===== src/rtl/change_dispenser_ctrl.sv =====
// Greedy coin payout sequencer driving a 4-phase req/ack hopper, with ack timeout fault.
// Optional per-denomination coin counters when CHANGE_COIN_COUNT_EN is defined.
module change_dispenser_ctrl #(
  parameter int unsigned COIN_HI     = 5,
  parameter int unsigned COIN_MID    = 2,
  parameter int unsigned COIN_LO     = 1,
  parameter int unsigned ACK_TIMEOUT = 15
) (
  input  logic       clock,
  input  logic       reset,
  input  logic [4:0] moneyToGive,
  input  logic       coinAck,
  input  logic       clearFault,
  output logic       coinReq,
  output logic [1:0] coinSel,
  output logic       busy,
  output logic       done,
  output logic       fault,
  output logic [4:0] paidTotal
`ifdef CHANGE_COIN_COUNT_EN
  ,
  output logic [2:0] cntHi,
  output logic [2:0] cntMid,
  output logic [2:0] cntLo
`endif
);

  typedef enum logic [2:0] {IDLE, REQ, REL, DONE, WCLR, FAULT} state_t;

  localparam logic [4:0] HI_V     = 5'(COIN_HI);
  localparam logic [4:0] MID_V    = 5'(COIN_MID);
  localparam logic [4:0] LO_V     = 5'(COIN_LO);
  localparam logic [3:0] TMO_LAST = 4'(ACK_TIMEOUT - 1);

  state_t      state_q, state_d;
  logic [4:0]  remaining_q, remaining_d;
  logic [4:0]  paid_q, paid_d;
  logic [3:0]  timer_q, timer_d;
  logic        armed_q, armed_d;
  logic        req_q, req_d;
  logic [1:0]  sel_q, sel_d;
  logic        busy_q, busy_d;
  logic        done_q, done_d;
  logic        fault_q, fault_d;
  logic [2:0]  cnt_hi_q, cnt_hi_d;
  logic [2:0]  cnt_mid_q, cnt_mid_d;
  logic [2:0]  cnt_lo_q, cnt_lo_d;

  function automatic logic [1:0] pick(input logic [4:0] amt);
    if (amt >= HI_V)       return 2'd2;
    else if (amt >= MID_V) return 2'd1;
    else                   return 2'd0;
  endfunction

  function automatic logic [4:0] coin_val(input logic [1:0] sel);
    case (sel)
      2'd2:    return HI_V;
      2'd1:    return MID_V;
      default: return LO_V;
    endcase
  endfunction

  function automatic logic [2:0] sat_inc(input logic [2:0] c);
    return (c == 3'd7) ? c : c + 3'd1;
  endfunction

  always_comb begin
    state_d     = state_q;
    remaining_d = remaining_q;
    paid_d      = paid_q;
    timer_d     = timer_q;
    armed_d     = armed_q;
    sel_d       = sel_q;
    cnt_hi_d    = cnt_hi_q;
    cnt_mid_d   = cnt_mid_q;
    cnt_lo_d    = cnt_lo_q;
    case (state_q)
      IDLE: begin
        timer_d = '0;
        if (moneyToGive == 5'd0) begin
          armed_d = 1'b1;
        end else if (armed_q && moneyToGive == 5'd31) begin
          paid_d  = '0;
          state_d = DONE;
        end else if (armed_q) begin
          remaining_d = moneyToGive;
          paid_d      = '0;
          sel_d       = pick(moneyToGive);
          cnt_hi_d    = '0;
          cnt_mid_d   = '0;
          cnt_lo_d    = '0;
          state_d     = REQ;
        end
      end
      REQ: begin
        // Ack is checked before the timeout so a same-cycle ack is accepted.
        if (coinAck) begin
          remaining_d = remaining_q - coin_val(sel_q);
          paid_d      = paid_q + coin_val(sel_q);
          timer_d     = '0;
          state_d     = REL;
          case (sel_q)
            2'd2:    cnt_hi_d  = sat_inc(cnt_hi_q);
            2'd1:    cnt_mid_d = sat_inc(cnt_mid_q);
            default: cnt_lo_d  = sat_inc(cnt_lo_q);
          endcase
        end else if (timer_q == TMO_LAST) begin
          timer_d = '0;
          state_d = FAULT;
        end else begin
          timer_d = timer_q + 4'd1;
        end
      end
      REL: begin
        if (!coinAck) begin
          if (remaining_q == 5'd0) begin
            state_d = DONE;
          end else begin
            sel_d   = pick(remaining_q);
            state_d = REQ;
          end
        end
      end
      DONE: begin
        armed_d = 1'b0;
        state_d = WCLR;
      end
      WCLR: begin
        if (moneyToGive == 5'd0) begin
          armed_d = 1'b1;
          state_d = IDLE;
        end
      end
      FAULT: begin
        if (clearFault) begin
          armed_d = 1'b0;
          state_d = IDLE;
        end
      end
      default: state_d = IDLE;
    endcase
    req_d   = (state_d == REQ);
    busy_d  = (state_d != IDLE) && (state_d != FAULT);
    done_d  = (state_d == DONE);
    fault_d = (state_d == FAULT);
  end

  always_ff @(posedge clock or negedge reset) begin
    if (!reset) begin
      state_q     <= IDLE;
      remaining_q <= '0;
      paid_q      <= '0;
      timer_q     <= '0;
      armed_q     <= 1'b1;
      req_q       <= 1'b0;
      sel_q       <= '0;
      busy_q      <= 1'b0;
      done_q      <= 1'b0;
      fault_q     <= 1'b0;
      cnt_hi_q    <= '0;
      cnt_mid_q   <= '0;
      cnt_lo_q    <= '0;
    end else begin
      state_q     <= state_d;
      remaining_q <= remaining_d;
      paid_q      <= paid_d;
      timer_q     <= timer_d;
      armed_q     <= armed_d;
      req_q       <= req_d;
      sel_q       <= sel_d;
      busy_q      <= busy_d;
      done_q      <= done_d;
      fault_q     <= fault_d;
      cnt_hi_q    <= cnt_hi_d;
      cnt_mid_q   <= cnt_mid_d;
      cnt_lo_q    <= cnt_lo_d;
    end
  end

  assign coinReq   = req_q;
  assign coinSel   = sel_q;
  assign busy      = busy_q;
  assign done      = done_q;
  assign fault     = fault_q;
  assign paidTotal = paid_q;

`ifdef CHANGE_COIN_COUNT_EN
  assign cntHi  = cnt_hi_q;
  assign cntMid = cnt_mid_q;
  assign cntLo  = cnt_lo_q;
`else
  logic unused_cnt;
  assign unused_cnt = ^{cnt_hi_q, cnt_mid_q, cnt_lo_q};
`endif

endmodule


===== config.mk =====
export PLATFORM = sky130hd
export DESIGN_NAME = change_dispenser_ctrl
export DESIGN_NICKNAME = d
export VERILOG_FILES = /design/src/rtl/change_dispenser_ctrl.sv
export SDC_FILE = /design/constraint.sdc
export NUM_CORES = 1
export LEC_CHECK = 0
export CAP_MARGIN = 5
export CORE_ASPECT_RATIO = 0.5
export CORE_MARGIN = 2
export CORE_UTILIZATION = 54
export CTS_BUF_LIST = sky130_fd_sc_hd__clkbuf_4 sky130_fd_sc_hd__clkbuf_8 sky130_fd_sc_hd__clkbuf_16
export DETAILED_ROUTE_END_ITERATION = 8
export PLACE_DENSITY_LB_ADDON = 0.12
export REMOVE_ABC_BUFFERS = 1
export SETUP_SLACK_MARGIN = 0.5
export SYNTH_ARGS = -nofsm -noshare
export SYNTH_HDL_FRONTEND = slang
export SYNTH_SLANG_ARGS = --single-unit

===== constraint.sdc =====
create_clock -name clock -period 2.4 [get_ports clock]
set_input_delay 0.6 -clock clock [delete_from_list [all_inputs] [get_ports clock]]
set_output_delay 0.6 -clock clock [all_outputs]
set_load 0.01 [all_outputs]

==> impl_metrics.json, run 1 <==
{
  "status": "complete, no violations",
  "final_cell_mix": "dfrtp_1, buf_4, o21ai_0, clkdlybuf4s50_1, nand2_1",
  "drtIter0Drc": 54,
  "dp.cells": 214,
  "drt-total-wl_mm": 3.37,
  "drc": 0,
  "clkSlewWorstSetupHoldPaths_ps": 90,
  "required_ps": 2570,
  "setup_viol": 0,
  "die_w_microns": 77.6,
  "finalCriticalPeriod_ps": 1890,
  "critical_path.startpoint": "moneyToGive[0]",
  "clockBufferDepth": 2,
  "cts_made_buffers": 3,
  "num_rows": 13,
  "final_common_cell": "dfrtp_1",
  "cts_htree_levels": 1,
  "io_pins": 20,
  "placed_cell_area_sq_mm": 0.00174,
  "hp-start": "timer_q[3]",
  "power.internal_mw": 1.33,
  "holdCritPathClass": "reg2reg",
  "synth_edf_count": 0,
  "path_class": "in2reg",
  "grt_pass1_wl_mm": 5.01,
  "antenna_found_initial": 0,
  "hold_ws_ps": 488,
  "stdcell_area_sq_mm": 0.00197,
  "r2r-start": "armed_q",
  "synth_cells": 153,
  "cts.sinks": 24,
  "end_kind": "register",
  "clock-root-buffer": "clkbuf_8",
  "critical_path_arrival_ps": 2060,
  "drt-vias-per-instance": 5.60,
  "fin_util_pct": 76.1,
  "fmax_ghz": 0.528,
  "ctsHoldBuffers": 0,
  "fin_tns_setup_ps": 0,
  "coreArea_sq_mm": 0.00259,
  "num_antenna_cells": 0,
  "clock_latency_ps": 280,
  "grt_setup_unrepaired": "true",
  "syn_area_per_cell_sq_um": 9.55,
  "synth-main-ff-cell": "dfrtp_1",
  "p_seq_share_pct": 32.3,
  "nNetsFinal": 212,
  "finClkSkew_ps": 12.8,
  "cts_tree": "done",
  "p_per_area_mw_per_mm2": 1120,
  "grt.overflow.total": 0,
  "combPwrFrac_pct": 55.6,
  "start_kind": "input port",
  "ys_ff_latch": 24,
  "hold_viol_final": 0,
  "gp_congestion": 0.829,
  "dr.pass1.iters": 5,
  "p_sw_uw": 871,
  "synth_warnings": 0,
  "wl_per_cell_microns": 14.7,
  "syn_area_sq_mm": 0.00146,
  "slew_headroom_pct": 73.3,
  "maxCapViolCount": 0,
  "grt_pass1_vias": 1059,
  "layout.cells.non_filler": 229,
  "syn2layout_area_growth_pct": 34.8,
  "synth_cell_type_count": 44,
  "final_antenna_net_count": 0,
  "port_buffers": 19,
  "grt_usage_pct": 21.3,
  "leakagePower_nw": 0.902,
  "die_h_microns": 40.8,
  "async_flop_share_pct": 100,
  "power.share.clock_pct": 12.1,
  "path_max_fanout": 4,
  "vias": 1283,
  "layout-drive-gt1-share_pct": 26.0,
  "worstMarginPinSlew_ps": 400,
  "swShare_pct": 39.7,
  "hpwl_mm": 2.26,
  "start_util_pct": 56.5,
  "fin_crit_sh_pct": 78.9,
  "vdd_drop_max_uv": 503,
  "grt_max_degree": 25,
  "die_area_sq_mm": 0.00316,
  "synth_seq_area_share_pct": 41.2,
  "drv_slew": 0
}
## flip-flops by register name (all words and copies together) (netlist names)
name,cells
armed_q,1
state_q,3
coinReq,1
timer_q,4
fault,1
remaining_q,5
paidTotal,5
busy,1
done,1
coinSel,2
## logic make-up after synthesis
family,after synthesis,synth area share (%)
buffers and inverters,11,4.11
adders and majority gates,10,9.59
AOI/OAI and AO/OA,40,18.3
muxes,2,1.71
xor gates and xnor gates,4,2.40
DFF,24,41.2
and+or+nand+nor,62,22.7
## worst max-delay path, stage by stage
cell and delay [ps]:
clkdlybuf4s15_1 200, or4_4 530, o21bai_4 210, nor2b_4 80, nor2_4 130, mux2_4 300
## synth_stat cells, drive strengths merged, types with 3 or more instances
library cell | instances | share of area (%)
nor2b | 5 | 2.3
nand2b | 4 | 1.7
o22ai | 3 | 1.3
dfrtp | 23 | 39
inv | 6 | 1.5
nand3 | 8 | 2.7
ha | 8 | 6.8
a21oi | 6 | 2.1
a21o | 3 | 1.5
o21ai | 15 | 5.1
nand2 | 12 | 3.1
nor2 | 13 | 3.5
buf | 3 | 2.1
xnor2 | 3 | 1.8
nor3 | 4 | 1.4
and3 | 4 | 1.7
## per-stage QoR
stage | total power, mW | setup slack (ps)
2_1_floorplan | 1.30 | 346
6_report | 2.20 | 507
5_1_grt | 2.34 | 465
3_5_place_dp | 1.64 | -27.6
3_3_place_gp | 1.61 | 7.65
4_1_cts | 1.97 | 501
## final cells by class
class	instances	area [sq um]
inverters	6	22.5
fillers	178	617
multi-input cells	118	883
clock buffers	4	48.8
flip-flops and latches	24	606
repair buffers	40	363
well taps	37	46.3
## timing repair
| item | in CTS | in global routing |
|---|---|---|
| pin swaps | 4 | 9 |
| resized for setup | 11 | 25 |
| endpoints found under the hold margin | 0 | 0 |
| setup endpoints to repair | 16 | 14 |
| buffers inserted | 4 | 7 |
## metal layers
layer | GRT usage (%) | part of all wire, % | up-vias | wire length [microns]
li1 | - | - | 623 | -
met1 | 26.8 | 48 | 626 | 1610
met2 | 39.1 | 48 | 32 | 1630
met3 | 4.85 | 3.8 | 2 | 128
met4 | 5.36 | 0.41 | 0 | 14
met5 | 0 | 0 | - | 0
## power by group through the flow
| stage | logic [mW] | clock network, mW | registers, mW |
|---|---|---|---|
| detailed placement | 0.940 | 0 | 0.697 |
| global placement | 0.914 | 0 | 0.691 |
| global route | 1.33 | 0.279 | 0.729 |
| finish | 1.22 | 0.267 | 0.710 |
| CTS | 1.01 | 0.269 | 0.693 |
| floorplan | 0.602 | 0 | 0.696 |
## worst paths after layout
path                             endpoint  cells past startpoint  slack (ps)
min                            timer_q[3]                      1         490
max reg2reg                remaining_q[0]                      6         540
max in group asynchronous         armed_q                      2        1420
min reg2reg                    timer_q[3]                      1         490
min in group asynchronous      coinSel[1]                      2         680
max                            coinSel[0]                      6         510
Power figures use the tool's default switching activity.
==> run 2, diff against run 1 <==
==> constraint.sdc (replaced) <==
create_clock -name clock -period 1.83 [get_ports clock]
set_input_delay 0.4575 -clock clock [delete_from_list [all_inputs] [get_ports clock]]
set_output_delay 0.4575 -clock clock [all_outputs]
set_load 0.01 [all_outputs]
==> impl_metrics.json, run 2 (synthesis gave the netlist of run 1 again) <==
{
  "layout-drive-gt1-share_pct": 48.2,
  "end_kind": "register",
  "grt.overflow.total": 0,
  "cts.sinks": 24,
  "slew_headroom_pct": 75.1,
  "vdd_drop_max_uv": 998,
  "combPwrFrac_pct": 66.0,
  "final_cell_mix": "buf_4, dfrtp_1, buf_6",
  "path_max_fanout": 6,
  "antenna_found_initial": 0,
  "cts_htree_levels": 1,
  "wl_per_cell_microns": 17.5,
  "clockBufferDepth": 2,
  "hold_ws_ps": 535,
  "grt_usage_pct": 25.0,
  "critical-path-slowest-cell": "dfstp_2",
  "fin_ws_ps": -68.2,
  "drt-vias-per-instance": 5.79,
  "cts_made_buffers": 3,
  "die_area_sq_mm": 0.00316,
  "io_pins": 20,
  "status": "complete, but fails checks",
  "leakagePower_nw": 1.07,
  "drt-total-wl_mm": 4.47,
  "ctsHoldBuffers": 0,
  "die_w_microns": 77.6,
  "top_usage_layer": "met2",
  "maxCapViolCount": 0,
  "cts_tree": "done",
  "grt_util_met1_pct": 30.6,
  "finClkSkew_ps": 1.91,
  "drtIter0Drc": 75,
  "grt_pass1_wl_mm": 5.89,
  "met2_usage_pct": 48.3,
  "hold_viol_final": 0,
  "port_buffers": 19,
  "gp_congestion": 0.820,
  "required_ps": 2010,
  "critical_path.cell_chain": "or4b_4 > o21bai_4 > nor2b_4 > buf_6 > nor3_2 > a211oi_2",
  "holdCritPathClass": "in2async",
  "hpwl_mm": 2.38,
  "grt_pass1_vias": 1298,
  "violations": "setup timing",
  "syn2layout_area_growth_pct": 58.4,
  "final_antenna_net_count": 0,
  "power.share.clock_pct": 10.1,
  "dp_slack_ps": -469,
  "num_rows": 13,
  "swShare_pct": 40.2,
  "final_common_cell": "buf_4",
  "power.internal_mw": 2.16,
  "drv_slew": 0,
  "use_met3_pct": 5.29,
  "p_seq_share_pct": 23.9,
  "dp.cells": 231,
  "stdcell_area_sq_mm": 0.00231,
  "finalCriticalPeriod_ps": 1900,
  "finalPower_mw": 3.61,
  "drc": 0,
  "start_util_pct": 56.5,
  "fin_crit_sh_pct": 104,
  "max_stage_delay_ps": 540,
  "num_antenna_cells": 0,
  "clock-root-buffer": "clkbuf_8",
  "p_per_area_mw_per_mm2": 1560,
  "coreArea_sq_mm": 0.00259,
  "fmax_ghz": 0.527,
  "setup_viol": 7,
  "worstMarginPinSlew_ps": 372,
  "r2r_cells": 6,
  "critical_path_arrival_ps": 2080,
  "p_sw_mw": 1.45,
  "dr.pass1.iters": 4,
  "clkSlewWorstSetupHoldPaths_ps": 80,
  "clock_latency_ps": 270,
  "layout.cells.non_filler": 255,
  "grt_setup_unrepaired": "true",
  "placed_cell_area_sq_mm": 0.00186,
  "grt_max_degree": 25,
  "nNetsFinal": 238,
  "vias": 1477,
  "die_h_microns": 40.8,
  "path_class": "reg2reg",
  "start_kind": "register"
}
## run 2: cell count changes in the layout (fill, tap and decap cells not counted), moves of 3 or more
cell / delta
buf_2: +9
buf_4: +17
o21ai_0: -8
dfrtp_2: -3
ha_4: +3
o21ai_1: +6
clkdlybuf4s50_1: -10
dfrtp_1: +3
buf_6: +13
ha_1: -3
## run 2: worst paths after layout
| check | slack, ps | to | start |
|---|---|---|---|
| worst max-delay path | -70 | remaining_q[0] | armed_q |
| worst min-delay path | 540 | remaining_q[4] | reset |
| worst max register to register | -70 | remaining_q[0] | armed_q |
| worst min register to register | 540 | timer_q[2] | timer_q[2] |
| max in group asynchronous | 1000 | armed_q | reset |
| min in group clock | 540 | timer_q[2] | timer_q[2] |
## run 2: final cells by class
type	count	area (sq um)
multi-input cells	118	1050
well taps	37	46.3
flip-flops and latches	24	602
inverters	6	27.5
repair buffers	66	536
fillers	112	272
clock buffers	4	55.1
## run 2: power groups by stage
stage                     combinational, mW  clock [mW]  sequential (mW)
after detailed placement               1.47           0            0.862
after floorplan                       0.790           0            0.913
final                                  2.39       0.364            0.863
after global placement                 1.43           0            0.853
after global routing                   2.53       0.394            0.873
after CTS                              1.91       0.369            0.842
## run 2: repair_timing
action,CTS,global route
endpoints found under the setup margin,35,31
pin swaps,17,26
buffers inserted,14,6
gates resized for setup,87,41
## run 2: layer usage
layer,wire length (microns),vias up,share of wire (%)
li1,-,682,-
met1,1890,716,42
met2,2260,62,50
met3,235,17,5.3
met4,93,0,2.1
met5,0,-,0
## run 2: critical path: cells and delay by family (launching register included)
kind,cells,cell delay [ps]
AO/OA/AOI/OAI,2,420
flip-flops,1,540
AND/OR/NAND/NOR,3,700
buffers and inverters,1,150
## run 2: per-stage QoR
stage,utilization [%],TNS [ps]
final,89.5,-219
after global routing,89.5,-542
after CTS,82.9,-1.23
after detailed placement,72.0,-5990
after global placement,72.0,-5670
after floorplan,-,-135
==> run 3, diff against run 2 <==
==> constraint.sdc (replaced) <==
create_clock -name clock -period 1.83 [get_ports clock]
set_input_delay 0.549 -clock clock [delete_from_list [all_inputs] [get_ports clock]]
set_output_delay 0.549 -clock clock [all_outputs]
set_load 0.01 [all_outputs]
==> impl_metrics.json, run 3 (synthesis gave the netlist of run 1 again) <==
{
  "fmax_ghz": 0.533,
  "nNetsFinal": 236,
  "cts_made_buffers": 3,
  "power.share.clock_pct": 10.9,
  "layout-drive-gt1-share_pct": 48.1,
  "dp.cells": 231,
  "path_max_fanout": 3,
  "grt_usage_pct": 28.6,
  "fillers": 119,
  "num_rows": 13,
  "vias": 1462,
  "die_w_microns": 77.6,
  "critical_path.cell_chain": "or4b_4 > o21bai_4 > nor2b_4 > nor2_4 > buf_6 > buf_6 > o2bb2ai_2",
  "dr.pass1.iters": 4,
  "drc": 0,
  "p_per_area_mw_per_mm2": 1490,
  "grt_setup_unrepaired": "true",
  "final_cell_mix": "buf_4, dfrtp_1, buf_6",
  "seq_area_sq_um": 602,
  "num_antenna_cells": 0,
  "drtIter0Drc": 112,
  "grt.overflow.total": 0,
  "wl_per_cell_microns": 16.9,
  "slew_headroom_pct": 72.9,
  "r2r_slack_ps": -50,
  "grt_max_degree": 25,
  "p_sw_mw": 1.35,
  "path_class": "reg2reg",
  "grt_pass1_wl_mm": 6.61,
  "maxCapViolCount": 0,
  "drt-total-wl_mm": 4.29,
  "fin_ws_ps": -45.4,
  "final_antenna_net_count": 0,
  "antenna_found_initial": 0,
  "finalCriticalPeriod_ps": 1880,
  "max_stage_delay_ps": 540,
  "power.internal_mw": 2.01,
  "combPwrFrac_pct": 63.2,
  "end_kind": "register",
  "swShare_pct": 40.3,
  "clockBufferDepth": 2,
  "cts_tree": "done",
  "leakagePower_nw": 1.06,
  "drt-vias-per-instance": 5.78,
  "vdd_drop_max_uv": 848,
  "finalPower_mw": 3.36,
  "start_kind": "register",
  "path_common_cell": "buf_6",
  "status": "complete, but fails checks",
  "p_seq_share_pct": 25.9,
  "ctsHoldBuffers": 0,
  "hold_viol_final": 0,
  "clock-root-buffer": "clkbuf_8",
  "finClkSkew_ps": 1.36,
  "port_buffers": 19,
  "cts.sinks": 24,
  "coreArea_sq_mm": 0.00259,
  "clkSlewWorstSetupHoldPaths_ps": 80,
  "critical_path_arrival_ps": 2040,
  "required_ps": 1990,
  "holdCritPathClass": "reg2reg",
  "hpwl_mm": 2.40,
  "critical_path_buf_inv_count": 2,
  "setup_viol": 5,
  "critical-path-slowest-cell": "dfstp_2",
  "syn2layout_area_growth_pct": 54.0,
  "die_h_microns": 40.8,
  "grt_pass1_vias": 1413,
  "layout.cells.non_filler": 253,
  "fin_tns_setup_ps": -109,
  "path_delay_family": "simple AND/OR/NAND/NOR gates",
  "fin_crit_sh_pct": 102,
  "worstMarginPinSlew_ps": 406,
  "multi_input_area_sq_mm": 0.00101,
  "start_util_pct": 56.5,
  "clock_latency_ps": 270,
  "final_common_cell": "buf_4",
  "gp_congestion": 0.820,
  "die_area_sq_mm": 0.00316,
  "io_pins": 20,
  "violations": "setup timing",
  "drv_slew": 0,
  "hold_ws_ps": 532,
  "cts_htree_levels": 1
}
-- run 3: cell types whose count changed in the layout (fill, tap and decap cells not counted), moves of 2 or more --
cell / previous run / this run
o21ai_0: 5 / 8
a21oi_2: 1 / 4
xnor2_1: 1 / 3
o22ai_2: 0 / 2
a21oi_1: 5 / 2
o21ai_1: 8 / 5
o22ai_1: 3 / 1
-- run 3: area by class of cell --
cell class | instances | area share [%]
multi-input combinational | 118 | 44.7
sequential | 24 | 26.7
timing repair buffer | 64 | 23.1
clock buffer | 4 | 2.45
tap | 37 | 2.06
inverter | 6 | 1.00
-- run 3: routing by layer --
metal / track usage, % / vias to the layer above / wire (microns)
li1: - / 674 / -
met3: 7.05 / 19 / 295
met1: 32.6 / 698 / 1810
met2: 52.8 / 71 / 2030
met4: 17.0 / 0 / 150
met5: 0 / - / 0
-- run 3: worst paths after layout --
kind	startpoint	to	cells after the start
worst max-delay path	armed_q	coinSel[1]	7
worst min-delay path	timer_q[2]	timer_q[2]	1
worst max register to register	armed_q	coinSel[1]	7
worst min register to register	timer_q[2]	timer_q[2]	1
max in group asynchronous	reset	armed_q	2
min in group asynchronous	reset	timer_q[2]	2
-- run 3: through the flow --
step | cell area [sq um] | worst slack (ps) | util (%)
after floorplan | 1420 | -173 | -
after global placement | 1860 | -524 | 72.0
after detailed placement | 1860 | -565 | 72.0
after CTS | 2150 | -13.2 | 83.1
after global routing | 2250 | -62.6 | 87.0
final | 2250 | -45.4 | 87.0
-- run 3: timing repair --
item,in CTS,in global routing
setup buffers,13,4
pin swaps,16,13
endpoints found under the setup margin,35,34
resized for setup,108,23
gates cloned,1,0
-- run 3: power groups by stage --
stage          logic (mW)  clock network, mW  registers [mW]
2_1_floorplan       0.790                  0           0.913
3_3_place_gp         1.43                  0           0.853
3_5_place_dp         1.48                  0           0.861
4_1_cts              1.88              0.374           0.853
5_1_grt              2.28              0.399           0.882
6_report             2.13              0.366           0.870
